===== config.mk =====
export PLATFORM = sky130hd
export DESIGN_NAME = stage_wb_arb_flat
export DESIGN_NICKNAME = d
export VERILOG_FILES = /design/src/rtl/stage_wb_arb_if.sv /design/src/rtl/stage_wb_arb.sv /design/src/flat_wrapper.sv
export SDC_FILE = /design/constraint.sdc
export NUM_CORES = 1
export LEC_CHECK = 0
export CAP_MARGIN = 10
export CORE_MARGIN = 3
export CORE_UTILIZATION = 37
export CTS_CLUSTER_SIZE = 30
export DETAILED_ROUTE_END_ITERATION = 12
export GPL_TIMING_DRIVEN = 0
export PLACE_DENSITY = 0.74
export SLEW_MARGIN = 5
export SYNTH_ARGS = -nofsm -noshare
export SYNTH_HDL_FRONTEND = slang
export SYNTH_SLANG_ARGS = --single-unit

===== constraint.sdc =====
create_clock -name clk -period 8.9 [get_ports clk]
set_input_delay 2.67 -clock clk [delete_from_list [all_inputs] [get_ports clk]]
set_output_delay 2.67 -clock clk [all_outputs]
set_load 0.05 [all_outputs]

===== src/rtl/stage_wb_arb_if.sv =====
// Bus bundle between the execution channels and the writeback stage.
// The slave modport is the writeback stage's view; master is the producer/consumer side.
interface stage_wb_arb_if #(
  parameter int NCH  = 3,
  parameter int XLEN = 64
);
  logic                wb_flush;
  logic [NCH-1:0]      in_valid;
  logic [NCH-1:0]      in_ready;
  logic [NCH*5-1:0]    in_rd;
  logic [NCH-1:0]      in_rd_en;
  logic [NCH-1:0]      in_mem_read;
  logic [NCH*XLEN-1:0] in_result;
  logic [NCH*XLEN-1:0] in_readdata;
  logic                wb_ready;
  logic [4:0]          wb_rd;
  logic                wb_rd_en;
  logic [XLEN-1:0]     wb_result;
  logic                wb_fw_valid;
  logic [4:0]          wb_fw_rd;
  logic [XLEN-1:0]     wb_fw_result;
  logic [31:0]         wb_conflict_cnt;

  modport slave (
    input  wb_flush, in_valid, in_rd, in_rd_en, in_mem_read, in_result, in_readdata,
    output in_ready, wb_ready, wb_rd, wb_rd_en, wb_result,
           wb_fw_valid, wb_fw_rd, wb_fw_result, wb_conflict_cnt
  );

  modport master (
    output wb_flush, in_valid, in_rd, in_rd_en, in_mem_read, in_result, in_readdata,
    input  in_ready, wb_ready, wb_rd, wb_rd_en, wb_result,
           wb_fw_valid, wb_fw_rd, wb_fw_result, wb_conflict_cnt
  );
endinterface


===== src/rtl/stage_wb_arb.sv =====
// Multi-channel writeback stage: per-channel FIFOs, round-robin pick of one register write per cycle.
// Optional arbitration-conflict counter enabled by defining STAGE_WB_CONFLICT_CNT_EN.
module stage_wb_arb #(
  parameter int NCH   = 3,
  parameter int DEPTH = 2,
  parameter int XLEN  = 64
) (
  input  logic          clk,
  input  logic          rst,
  stage_wb_arb_if.slave bus
);

  localparam int AW = $clog2(DEPTH);
  localparam int CW = AW + 1;
  localparam int PW = $clog2(NCH);

  typedef struct packed {
    logic [4:0]      rd;
    logic            rd_en;
    logic [XLEN-1:0] data;
  } entry_t;

  entry_t        mem_q      [NCH][DEPTH];
  logic [AW-1:0] wr_ptr_q   [NCH];
  logic [AW-1:0] wr_ptr_d   [NCH];
  logic [AW-1:0] rd_ptr_q   [NCH];
  logic [AW-1:0] rd_ptr_d   [NCH];
  logic [CW-1:0] count_q    [NCH];
  logic [CW-1:0] count_d    [NCH];
  entry_t        in_entry   [NCH];
  entry_t        head_entry [NCH];

  logic [PW-1:0]  rr_ptr_q, rr_ptr_d;
  logic [NCH-1:0] ready, head_valid, push, pop;

  logic           hi_found, lo_found;
  logic [PW-1:0]  hi_idx, lo_idx;
  logic           grant_valid;
  logic [PW-1:0]  grant_idx;
  entry_t         grant_entry;
  logic           write_en;

  // Channel-side view: readiness and head validity come only from registered counts.
  always_comb begin
    for (int c = 0; c < NCH; c++) begin
      ready[c]          = (count_q[c] != CW'(DEPTH));
      head_valid[c]     = (count_q[c] != '0);
      push[c]           = bus.in_valid[c] & ready[c] & ~bus.wb_flush;
      in_entry[c].rd    = bus.in_rd[5*c +: 5];
      in_entry[c].rd_en = bus.in_rd_en[c];
      in_entry[c].data  = bus.in_mem_read[c] ? bus.in_readdata[XLEN*c +: XLEN]
                                             : bus.in_result[XLEN*c +: XLEN];
      head_entry[c]     = mem_q[c][rd_ptr_q[c]];
    end
  end

  // Round-robin: the lowest valid index at or above rr_ptr wins, else the lowest valid overall.
  always_comb begin
    // NOTE: every output of a combinational block gets a default first so no path leaves it unassigned (no latch).
    hi_found    = 1'b0;
    lo_found    = 1'b0;
    hi_idx      = '0;
    lo_idx      = '0;
    grant_entry = '0;
    for (int c = NCH - 1; c >= 0; c--) begin
      if (head_valid[c]) begin
        lo_found = 1'b1;
        lo_idx   = PW'(c);
        if (PW'(c) >= rr_ptr_q) begin
          hi_found = 1'b1;
          hi_idx   = PW'(c);
        end
      end
    end
    grant_valid = lo_found;
    grant_idx   = hi_found ? hi_idx : lo_idx;
    for (int c = 0; c < NCH; c++) begin
      if (grant_valid && (grant_idx == PW'(c))) grant_entry = head_entry[c];
    end
  end

  always_comb begin
    for (int c = 0; c < NCH; c++) begin
      pop[c]      = grant_valid & (grant_idx == PW'(c)) & ~bus.wb_flush;
      wr_ptr_d[c] = wr_ptr_q[c];
      rd_ptr_d[c] = rd_ptr_q[c];
      count_d[c]  = count_q[c];
      if (bus.wb_flush) begin
        wr_ptr_d[c] = '0;
        rd_ptr_d[c] = '0;
        count_d[c]  = '0;
      end else begin
        if (push[c]) wr_ptr_d[c] = wr_ptr_q[c] + 1'b1;
        if (pop[c])  rd_ptr_d[c] = rd_ptr_q[c] + 1'b1;
        unique case ({push[c], pop[c]})
          2'b10:   count_d[c] = count_q[c] + 1'b1;
          2'b01:   count_d[c] = count_q[c] - 1'b1;
          default: count_d[c] = count_q[c];
        endcase
      end
    end

    rr_ptr_d = rr_ptr_q;
    if (bus.wb_flush) begin
      rr_ptr_d = '0;
    end else if (grant_valid) begin
      rr_ptr_d = (grant_idx == PW'(NCH - 1)) ? '0 : grant_idx + 1'b1;
    end
  end

  always_ff @(posedge clk or posedge rst) begin
    // NOTE: state registers use non-blocking assignments so every flop samples pre-edge values.
    if (rst) begin
      for (int c = 0; c < NCH; c++) begin
        wr_ptr_q[c] <= '0;
        rd_ptr_q[c] <= '0;
        count_q[c]  <= '0;
      end
      rr_ptr_q <= '0;
    end else begin
      for (int c = 0; c < NCH; c++) begin
        wr_ptr_q[c] <= wr_ptr_d[c];
        rd_ptr_q[c] <= rd_ptr_d[c];
        count_q[c]  <= count_d[c];
      end
      rr_ptr_q <= rr_ptr_d;
    end
  end

  // NOTE: entry storage has no reset; count_q alone defines which slots hold live data.
  always_ff @(posedge clk) begin
    for (int c = 0; c < NCH; c++) begin
      if (push[c]) mem_q[c][wr_ptr_q[c]] <= in_entry[c];
    end
  end

  // Register x0 and rd_en=0 entries drain through the arbiter without producing a write.
  assign write_en = grant_valid & grant_entry.rd_en & (grant_entry.rd != 5'd0) & ~bus.wb_flush;

  assign bus.in_ready     = ready;
  assign bus.wb_ready     = &ready;
  assign bus.wb_rd_en     = write_en;
  assign bus.wb_rd        = grant_entry.rd;
  assign bus.wb_result    = grant_entry.data;
  assign bus.wb_fw_valid  = write_en;
  assign bus.wb_fw_rd     = grant_entry.rd;
  assign bus.wb_fw_result = grant_entry.data;

`ifdef STAGE_WB_CONFLICT_CNT_EN
  logic [31:0] conflict_cnt_q, conflict_cnt_d;
  logic        multi_head;

  // More than one bit set in head_valid means some channel lost arbitration this cycle.
  assign multi_head = (head_valid & (head_valid - 1'b1)) != '0;

  always_comb begin
    conflict_cnt_d = conflict_cnt_q;
    if (bus.wb_flush) begin
      conflict_cnt_d = '0;
    end else if (multi_head && (conflict_cnt_q != 32'hFFFF_FFFF)) begin
      conflict_cnt_d = conflict_cnt_q + 32'd1;
    end
  end

  always_ff @(posedge clk or posedge rst) begin
    if (rst) conflict_cnt_q <= '0;
    else     conflict_cnt_q <= conflict_cnt_d;
  end

  assign bus.wb_conflict_cnt = conflict_cnt_q;
`else
  assign bus.wb_conflict_cnt = '0;
`endif

  for (genvar c = 0; c < NCH; c++) begin : g_chk
    a_count_bound : assert property (@(posedge clk) disable iff (rst) count_q[c] <= CW'(DEPTH));
  end

endmodule

===== src/flat_wrapper.sv =====
// flat-port wrapper written by rule: the top's interface ports become plain ports
module stage_wb_arb_flat 
#(
  parameter int NCH   = 3,
  parameter int DEPTH = 2,
  parameter int XLEN  = 64
)
  (clk, rst, bus_wb_flush, bus_in_valid, bus_in_rd, bus_in_rd_en, bus_in_mem_read, bus_in_result, bus_in_readdata, bus_in_ready, bus_wb_ready, bus_wb_rd, bus_wb_rd_en, bus_wb_result, bus_wb_fw_valid, bus_wb_fw_rd, bus_wb_fw_result, bus_wb_conflict_cnt);
  stage_wb_arb_if #(.NCH(NCH), .XLEN(XLEN)) bus_i ();
  input  logic clk;
  input  logic rst;
  input wire logic [$bits(bus_i.wb_flush)-1:0] bus_wb_flush;
  input wire logic [$bits(bus_i.in_valid)-1:0] bus_in_valid;
  input wire logic [$bits(bus_i.in_rd)-1:0] bus_in_rd;
  input wire logic [$bits(bus_i.in_rd_en)-1:0] bus_in_rd_en;
  input wire logic [$bits(bus_i.in_mem_read)-1:0] bus_in_mem_read;
  input wire logic [$bits(bus_i.in_result)-1:0] bus_in_result;
  input wire logic [$bits(bus_i.in_readdata)-1:0] bus_in_readdata;
  output wire logic [$bits(bus_i.in_ready)-1:0] bus_in_ready;
  output wire logic [$bits(bus_i.wb_ready)-1:0] bus_wb_ready;
  output wire logic [$bits(bus_i.wb_rd)-1:0] bus_wb_rd;
  output wire logic [$bits(bus_i.wb_rd_en)-1:0] bus_wb_rd_en;
  output wire logic [$bits(bus_i.wb_result)-1:0] bus_wb_result;
  output wire logic [$bits(bus_i.wb_fw_valid)-1:0] bus_wb_fw_valid;
  output wire logic [$bits(bus_i.wb_fw_rd)-1:0] bus_wb_fw_rd;
  output wire logic [$bits(bus_i.wb_fw_result)-1:0] bus_wb_fw_result;
  output wire logic [$bits(bus_i.wb_conflict_cnt)-1:0] bus_wb_conflict_cnt;
  assign bus_i.wb_flush = bus_wb_flush;
  assign bus_i.in_valid = bus_in_valid;
  assign bus_i.in_rd = bus_in_rd;
  assign bus_i.in_rd_en = bus_in_rd_en;
  assign bus_i.in_mem_read = bus_in_mem_read;
  assign bus_i.in_result = bus_in_result;
  assign bus_i.in_readdata = bus_in_readdata;
  assign bus_in_ready = bus_i.in_ready;
  assign bus_wb_ready = bus_i.wb_ready;
  assign bus_wb_rd = bus_i.wb_rd;
  assign bus_wb_rd_en = bus_i.wb_rd_en;
  assign bus_wb_result = bus_i.wb_result;
  assign bus_wb_fw_valid = bus_i.wb_fw_valid;
  assign bus_wb_fw_rd = bus_i.wb_fw_rd;
  assign bus_wb_fw_result = bus_i.wb_fw_result;
  assign bus_wb_conflict_cnt = bus_i.wb_conflict_cnt;
  stage_wb_arb #(.NCH(NCH), .DEPTH(DEPTH), .XLEN(XLEN)) u_core (.clk(clk), .rst(rst), .bus(bus_i));
endmodule

==> results of run 1 <==
==> synthesized netlist by cell type (all sizes together), types with 5 or more instances <==
library cell,count
a21oi,70
buf,131
clkbuf,51
dfrtp,14
edfxtp,420
mux2,201
mux2i,208
nand2,9
nor2,80
nor3,5
o22ai,65
xnor2,5
==> how the worst max path moves through the flow <==
stage | start | endpoint | slack [ns] | cells past startpoint
global route | bus_wb_flush | bus_wb_rd_en | 1.55 | 6
finish | bus_wb_flush | bus_wb_rd_en | 1.61 | 6
detailed placement | bus_wb_flush | bus_wb_rd_en | 1.61 | 6
CTS | bus_wb_flush | bus_wb_rd_en | 1.59 | 6
floorplan | bus_wb_flush | u_core.mem_q[0][0]$_DFFE_PP_ | 0.30 | 2
global placement | bus_wb_flush | u_core.mem_q[0][173]$_DFFE_PP_ | -4.51 | 3
==> worst max-delay path, cell delays in order <==
cell	delay (ns)
clkdlybuf4s50_1	0.47
a211o_1	0.25
a21oi_1	0.17
o21a_1	0.17
buf_4	0.10
clkdlybuf4s50_1	0.79
==> cell families (layout without fill, tap and decap cells) <==
logic type,Yosys count,after routing,share of synthesized area [%]
other,1,32,0.0188
AND/OR/NAND/NOR,113,113,2.47
XOR/XNOR,9,9,0.396
multiplexers,409,409,21.8
AO/OA/AOI/OAI,157,157,4.70
buffers and inverters,184,862,5.56
flip-flops,434,434,65.1
==> registers in the layout (all words and copies together), names as in the netlist <==
name,flops
u_core.mem_q,420
u_core.rr_ptr_q,2
u_core.wr_ptr_q,3
u_core.rd_ptr_q,3
u_core.count_q,6
==> stage by stage <==
| step | area (um^2) | setup WS (ns) | instances | setup TNS (ns) | util, % |
|---|---|---|---|---|---|
| 2_1_floorplan | 20000 | 0.295 | 1338 | 0 | - |
| 3_3_place_gp | 26400 | -4.51 | 2577 | -1697.24 | 49.9 |
| 3_5_place_dp | 26900 | 1.61 | 2624 | 0 | 50.7 |
| 4_1_cts | 28300 | 1.59 | 2704 | 0 | 53.4 |
| 5_1_grt | 28300 | 1.55 | 2704 | 0 | 53.4 |
| 6_report | 28300 | 1.61 | 2704 | 0 | 53.4 |
==> cell type report <==
| type | count | area, um^2 |
|---|---|---|
| clock buffers | 58 | 1220 |
| clock inverters | 22 | 199 |
| plain buffers | 182 | 1100 |
| fillers | 4333 | 24700 |
| well taps | 688 | 861 |
| flip-flops and latches | 434 | 13000 |
| multi-input cells | 720 | 6000 |
| inverters | 2 | 7.51 |
| repair buffers | 598 | 5930 |
==> layer usage <==
metal | up-vias | GRT usage (%)
met2 | 615 | 39.3
met5 | - | 0
met3 | 88 | 3.65
met4 | 2 | 6.01
met1 | 6745 | 25.3
li1 | 6215 | -
==> report_power, final <==
group	internal, mW	total (mW)	leakage (nW)	switching (mW)
registers	2.43	2.48	4.04	0.0470
clock network	1.06	1.82	0.692	0.767
logic	2.19	6.17	5.14	3.98
total	5.68	10.5	9.87	4.79
==> flow_summary.yaml, run 1 <==
run_status:
  status: "finished, final reports clean"
global_route:
  vias_in_the_first_global_route: 14400
  grt_first_pass_wirelength_um: 89100
  grt_start_max_net_pins: 15
  track_usage_pct: 21.2
  overflow: 0
  antenna_found_initial: 2
timing:
  fmax_mhz: 137
  hold_ws_ns: 0.544
  timing.final.crit_share_pct: 82.0
  hold_viol_final: 0
  setup_violations: 0
  finalWorstPathRequiredPeriod_ns: 7.29
  finalMaxSlewViolations: 0
  worst-slew-pin-transition_ns: 1.24
  slew_headroom_pct: 17.1
  finClkSkew_ns: 0.0233
  grt_setup_unrepaired: "false"
cells_and_area:
  layout.nets: 2394
  layout_cell_share_with_drive_strength_beyond_1_pct: 22.3
  final_common_cell: "clkdlybuf4s50_1"
  insertedDiodeCount: 0
  layout.cells.most_common_list: "551 x clkdlybuf4s50_1, 420 x edfxtp_1, 208 x mux2i_1, 201 x mux2_2, 134 x buf_4"
  area.growth.synth_to_final_pct: 41.9
min_path:
  hp-start: "u_core.count_q[1]$_DFFE_PP0P_"
  hold_class: "flop to flop"
  holdPathEnd: "u_core.count_q[1]$_DFFE_PP0P_"
  worstHoldPathCells: 1
power_and_ir_drop:
  leakagePower_nw: 9.87
  powerDensity_mw_per_mm2: 370
  peakVddDrop_mv: 0.380
  tot_pwr_mw: 10.5
cts:
  cts_made_buffers: 45
  cts_max_path_buffers: 3
  root_buffer: "clkbuf_16"
  cts.sink_count: 434
  clk_pin_slew_worst_paths_ns: 0.06
  postCtsHoldBufs: 0
  h-tree-depth: 2
  tritoncts_clock_tree: "yes"
  cts_resized: 0
  cts_post_setup_buffers_inserted: 0
  clk_latency_ns: 0.56
flow_run:
  max_cap_violations: 0
routing:
  wl_met3_um: 4020
  met2_length_um: 32800
  drt-pass1-iter-count: 5
  postRouteWirelength_um: 62300
  avgViaCountPerCell: 5.05
  maxUsedRoutingLayer: "met5"
  detail_route.wirelength.met1_um: 24000
  remaining_drc_errors: 0
  routed_wire_length_per_instance_um: 23.0
  vias_after_detailed_routing: 13700
  route.antenna.remaining_nets: 0
  drt-initial-drc-count: 913
yosys:
  yosys.area.top_type: "edfxtp_1"
  synthDistinctLibCells: 45
  seq_area_frac_synth_pct: 65.1
  synth_largest_type_area_fraction_pct: 63.3
  number_of_enable_flip_flop_cells_after_synthesis: 420
  mappedNetlistArea_mm2: 0.0199
  dominant_cells_by_area_after_synthesis: "edfxtp_1 63%, mux2_2 11%, mux2i_1 10%, buf_4 3.8%, o22ai_1 2.0%"
  ys_ff_latch: 434
  cell_count_after_synthesis: 1307
  ys_async_sr_fraction_pct: 3.23
  yosysWarnings: 0
  synthFlopType: "edfxtp_1"
  average_cell_area_after_synthesis_um2: 15.2
worst_setup_path:
  worst_r2r_path_depth: 9
  worstReg2RegStart: "u_core.count_q[2]$_DFFE_PP0P_"
  r2r_slack_ns: 5.95
  timing.critical_path.to_type: "output port"
  timing.rr.end: "u_core.mem_q[0][181]$_DFFE_PP_"
  worst-path-max-fanout: 3
  worstSetupPathType: "input port to output port"
  worstSetupStartpointType: "input port"
  data_required_time_at_the_worst_endpoint_ns: 6.23
  worst-endpoint-arrival_ns: 4.62
die:
  boundaryPins: 587
  initial_utilization_pct: 37.6
  die_width_um: 238
  floorplan.core_area_mm2: 0.0530
  rows: 84
  die_height_um: 238
  total_die_area_mm2: 0.0567
placement:
  globalplace.congestion: 0.852
  io_buffer_count: 551
  dpl.hpwl_um: 47600
Note: power is estimated with default switching activity, not from simulation.
==> run 2: changes to the inputs <==
--- a/config.mk
+++ b/config.mk
@@ -11,7 +11,7 @@
 export CTS_CLUSTER_SIZE = 30
 export DETAILED_ROUTE_END_ITERATION = 12
 export GPL_TIMING_DRIVEN = 0
-export PLACE_DENSITY = 0.74
+export PLACE_DENSITY = 0.77
 export SLEW_MARGIN = 5
 export SYNTH_ARGS = -nofsm -noshare
 export SYNTH_HDL_FRONTEND = slang
==> constraint.sdc (replaced) <==
create_clock -name clk -period 6.5 [get_ports clk]
set_input_delay 1.95 -clock clk [delete_from_list [all_inputs] [get_ports clk]]
set_output_delay 1.95 -clock clk [all_outputs]
set_load 0.05 [all_outputs]
==> flow_summary.yaml, run 2 (same netlist as run 1, synthesis figures left out) <==
run_status:
  status: "finished, final reports clean"
global_route:
  vias_in_the_first_global_route: 14400
  track_usage_pct: 21.2
  grt_first_pass_wirelength_um: 89000
  overflow: 0
  antenna_found_initial: 2
  grt_start_max_net_pins: 16
timing:
  grt_setup_unrepaired: "false"
  worst_slack_ns: 0.192
  timing.final.crit_share_pct: 97.0
  setup_violations: 0
  hold_ws_ns: 0.560
  hold_viol_final: 0
  finClkSkew_ns: 0.0171
  slew_headroom_pct: 13.8
  finalWorstPathRequiredPeriod_ns: 6.31
  finalMaxSlewViolations: 0
  finalSetupTns_ns: 0
  fmax_mhz: 159
  worst-slew-pin-transition_ns: 1.29
worst_setup_path:
  worstSetupPathType: "flop to output port"
  cp_peak_stage_delay_ns: 0.80
  critical_path.startpoint: "u_core.count_q[1]$_DFFE_PP0P_"
  data_required_time_at_the_worst_endpoint_ns: 4.55
  worst-endpoint-arrival_ns: 4.36
  worstReg2RegStart: "u_core.count_q[4]$_DFFE_PP0P_"
  slowest_stage: "clkdlybuf4s50_1"
  worst-path-max-fanout: 10
  crit_top_cell: "buf_2"
  path_cells: "or2_4, and2_1, a31o_2, buf_2, buf_2, clkbuf_4, buf_2, a21oi_1, buf_4, clkdlybuf4s50_1"
  timing.critical_path.to_type: "output port"
  worstSetupStartpointType: "flop"
power_and_ir_drop:
  p_sw_mw: 6.61
  p_seq_share_pct: 23.1
  combPwrFrac_pct: 57.6
  leakagePower_nw: 9.96
  cellInternalPower_mw: 8.07
  sw_frac_of_total_pct: 45.0
  power.clock.fraction_pct: 19.2
  peakVddDrop_mv: 0.674
  powerDensity_mw_per_mm2: 515
routing:
  drt-initial-drc-count: 826
  avgViaCountPerCell: 5.07
  routed_wire_length_per_instance_um: 23.2
  remaining_drc_errors: 0
  route.antenna.remaining_nets: 0
  postRouteWirelength_um: 62600
  drt-pass1-iter-count: 5
  vias_after_detailed_routing: 13700
min_path:
  hp-start: "u_core.count_q[1]$_DFFE_PP0P_"
  hold_class: "flop to flop"
cells_and_area:
  design_area_mm2: 0.0285
  area_taken_by_multi_input_logic_gates_mm2: 0.00600
  final_common_cell: "clkdlybuf4s50_1"
  num-fill-cells: 4339
  ff_latch_area_mm2: 0.0130
  largest_register_ffs: 420
  area.growth.synth_to_final_pct: 42.9
  layout_cell_share_with_drive_strength_beyond_1_pct: 22.5
  layout.nets: 2391
  layout.cells.most_common_list: "551 x clkdlybuf4s50_1, 420 x edfxtp_1, 208 x mux2i_1, 201 x mux2_2, 131 x buf_4"
die:
  die_height_um: 238
  initial_utilization_pct: 37.6
  total_die_area_mm2: 0.0567
  rows: 84
  floorplan.core_area_mm2: 0.0530
  boundaryPins: 587
  die_width_um: 238
placement:
  dpl.hpwl_um: 47300
  io_buffer_count: 551
  globalplace.congestion: 0.819
  dp_worst_setup_slack_ns: 0.562
  post_dp_cell_area_mm2: 0.0268
cts:
  tritoncts_clock_tree: "yes"
  h-tree-depth: 2
  clk_pin_slew_worst_paths_ns: 0.07
  cts_max_path_buffers: 3
  cts_post_setup_buffers_inserted: 0
  root_buffer: "clkbuf_16"
  cts.sink_count: 434
  clk_latency_ns: 0.56
  cts_made_buffers: 45
flow_run:
  max_cap_violations: 0
[run 2: changes by cell type in the layout (fill, tap and decap cells not counted), sizes merged]
cell    previous run  this run
bufinv             3        10
clkbuf           109       103
buf              178       175
clkinv            14        15
diode              0         1
[run 2: worst paths after layout]
kind,endpoint,slack (ns),cells after the start
worst max-delay path,bus_wb_result[2],0.19,10
worst min-delay path,u_core.count_q[1]$_DFFE_PP0P_,0.56,1
worst max register to register,u_core.mem_q[0][30]$_DFFE_PP_,3.43,8
worst min register to register,u_core.count_q[1]$_DFFE_PP0P_,0.56,1
max in group asynchronous,u_core.wr_ptr_q[2]$_DFFE_PP0P_,4.38,2
min in group asynchronous,u_core.wr_ptr_q[0]$_DFFE_PP0P_,1.74,2
[run 2: power groups by stage]
stage	clock [mW]	combinational, mW	sequential (mW)
3_5_place_dp	0	8.45	3.45
5_1_grt	2.98	8.78	3.41
3_3_place_gp	0	8.34	3.50
4_1_cts	2.87	8.49	3.40
6_report	2.82	8.46	3.40
2_1_floorplan	0	5.63	3.47
[run 2: critical path: cells and delay by family (launching register included)]
kind / cells / cell delay (ns)
AOI/OAI and AO/OA: 2 / 0.80
buffers and inverters: 6 / 2.09
DFF: 1 / 0.42
and+or+nand+nor: 2 / 0.46
[run 2: layout make-up]
| type | instances | share of cell area [%] |
|---|---|---|
| diodes | 1 | 0.00879 |
| plain buffers | 182 | 3.88 |
| clock buffers | 52 | 4.23 |
| clock inverters | 30 | 1.47 |
| inverters | 2 | 0.0264 |
| multi-input cells | 720 | 21.1 |
| flip-flops and latches | 434 | 45.5 |
| well taps | 688 | 3.02 |
| repair buffers | 595 | 20.7 |
[run 2: repair_timing]
action | 4_1_cts | 5_1_grt
hold buffers | 0 | 0
gates resized for setup | 1 | 2
endpoints found under the setup margin | 3 | 14
gates cloned | 0 | 0
endpoints found under the hold margin | 0 | 0
[run 2: per-layer routing]
metal  track usage (%)  wire length, um  vias to the layer above  share of wire (%)
li1                  -                -                     6236                  -
met1              24.8            23500                     6758                 38
met2              39.4            33000                      612                 53
met3              3.43             4080                       93                6.5
met4              7.49             2020                        2                3.2
met5                 0                9                        -              0.014
[run 2: through the flow]
stage          std cells  power [mW]  util (%)
2_1_floorplan       1338        9.09         -
3_3_place_gp        2577        11.8      49.9
3_5_place_dp        2621        11.9      50.7
4_1_cts             2703        14.8      53.7
5_1_grt             2704        15.2      53.7
6_report            2704        14.7      53.7
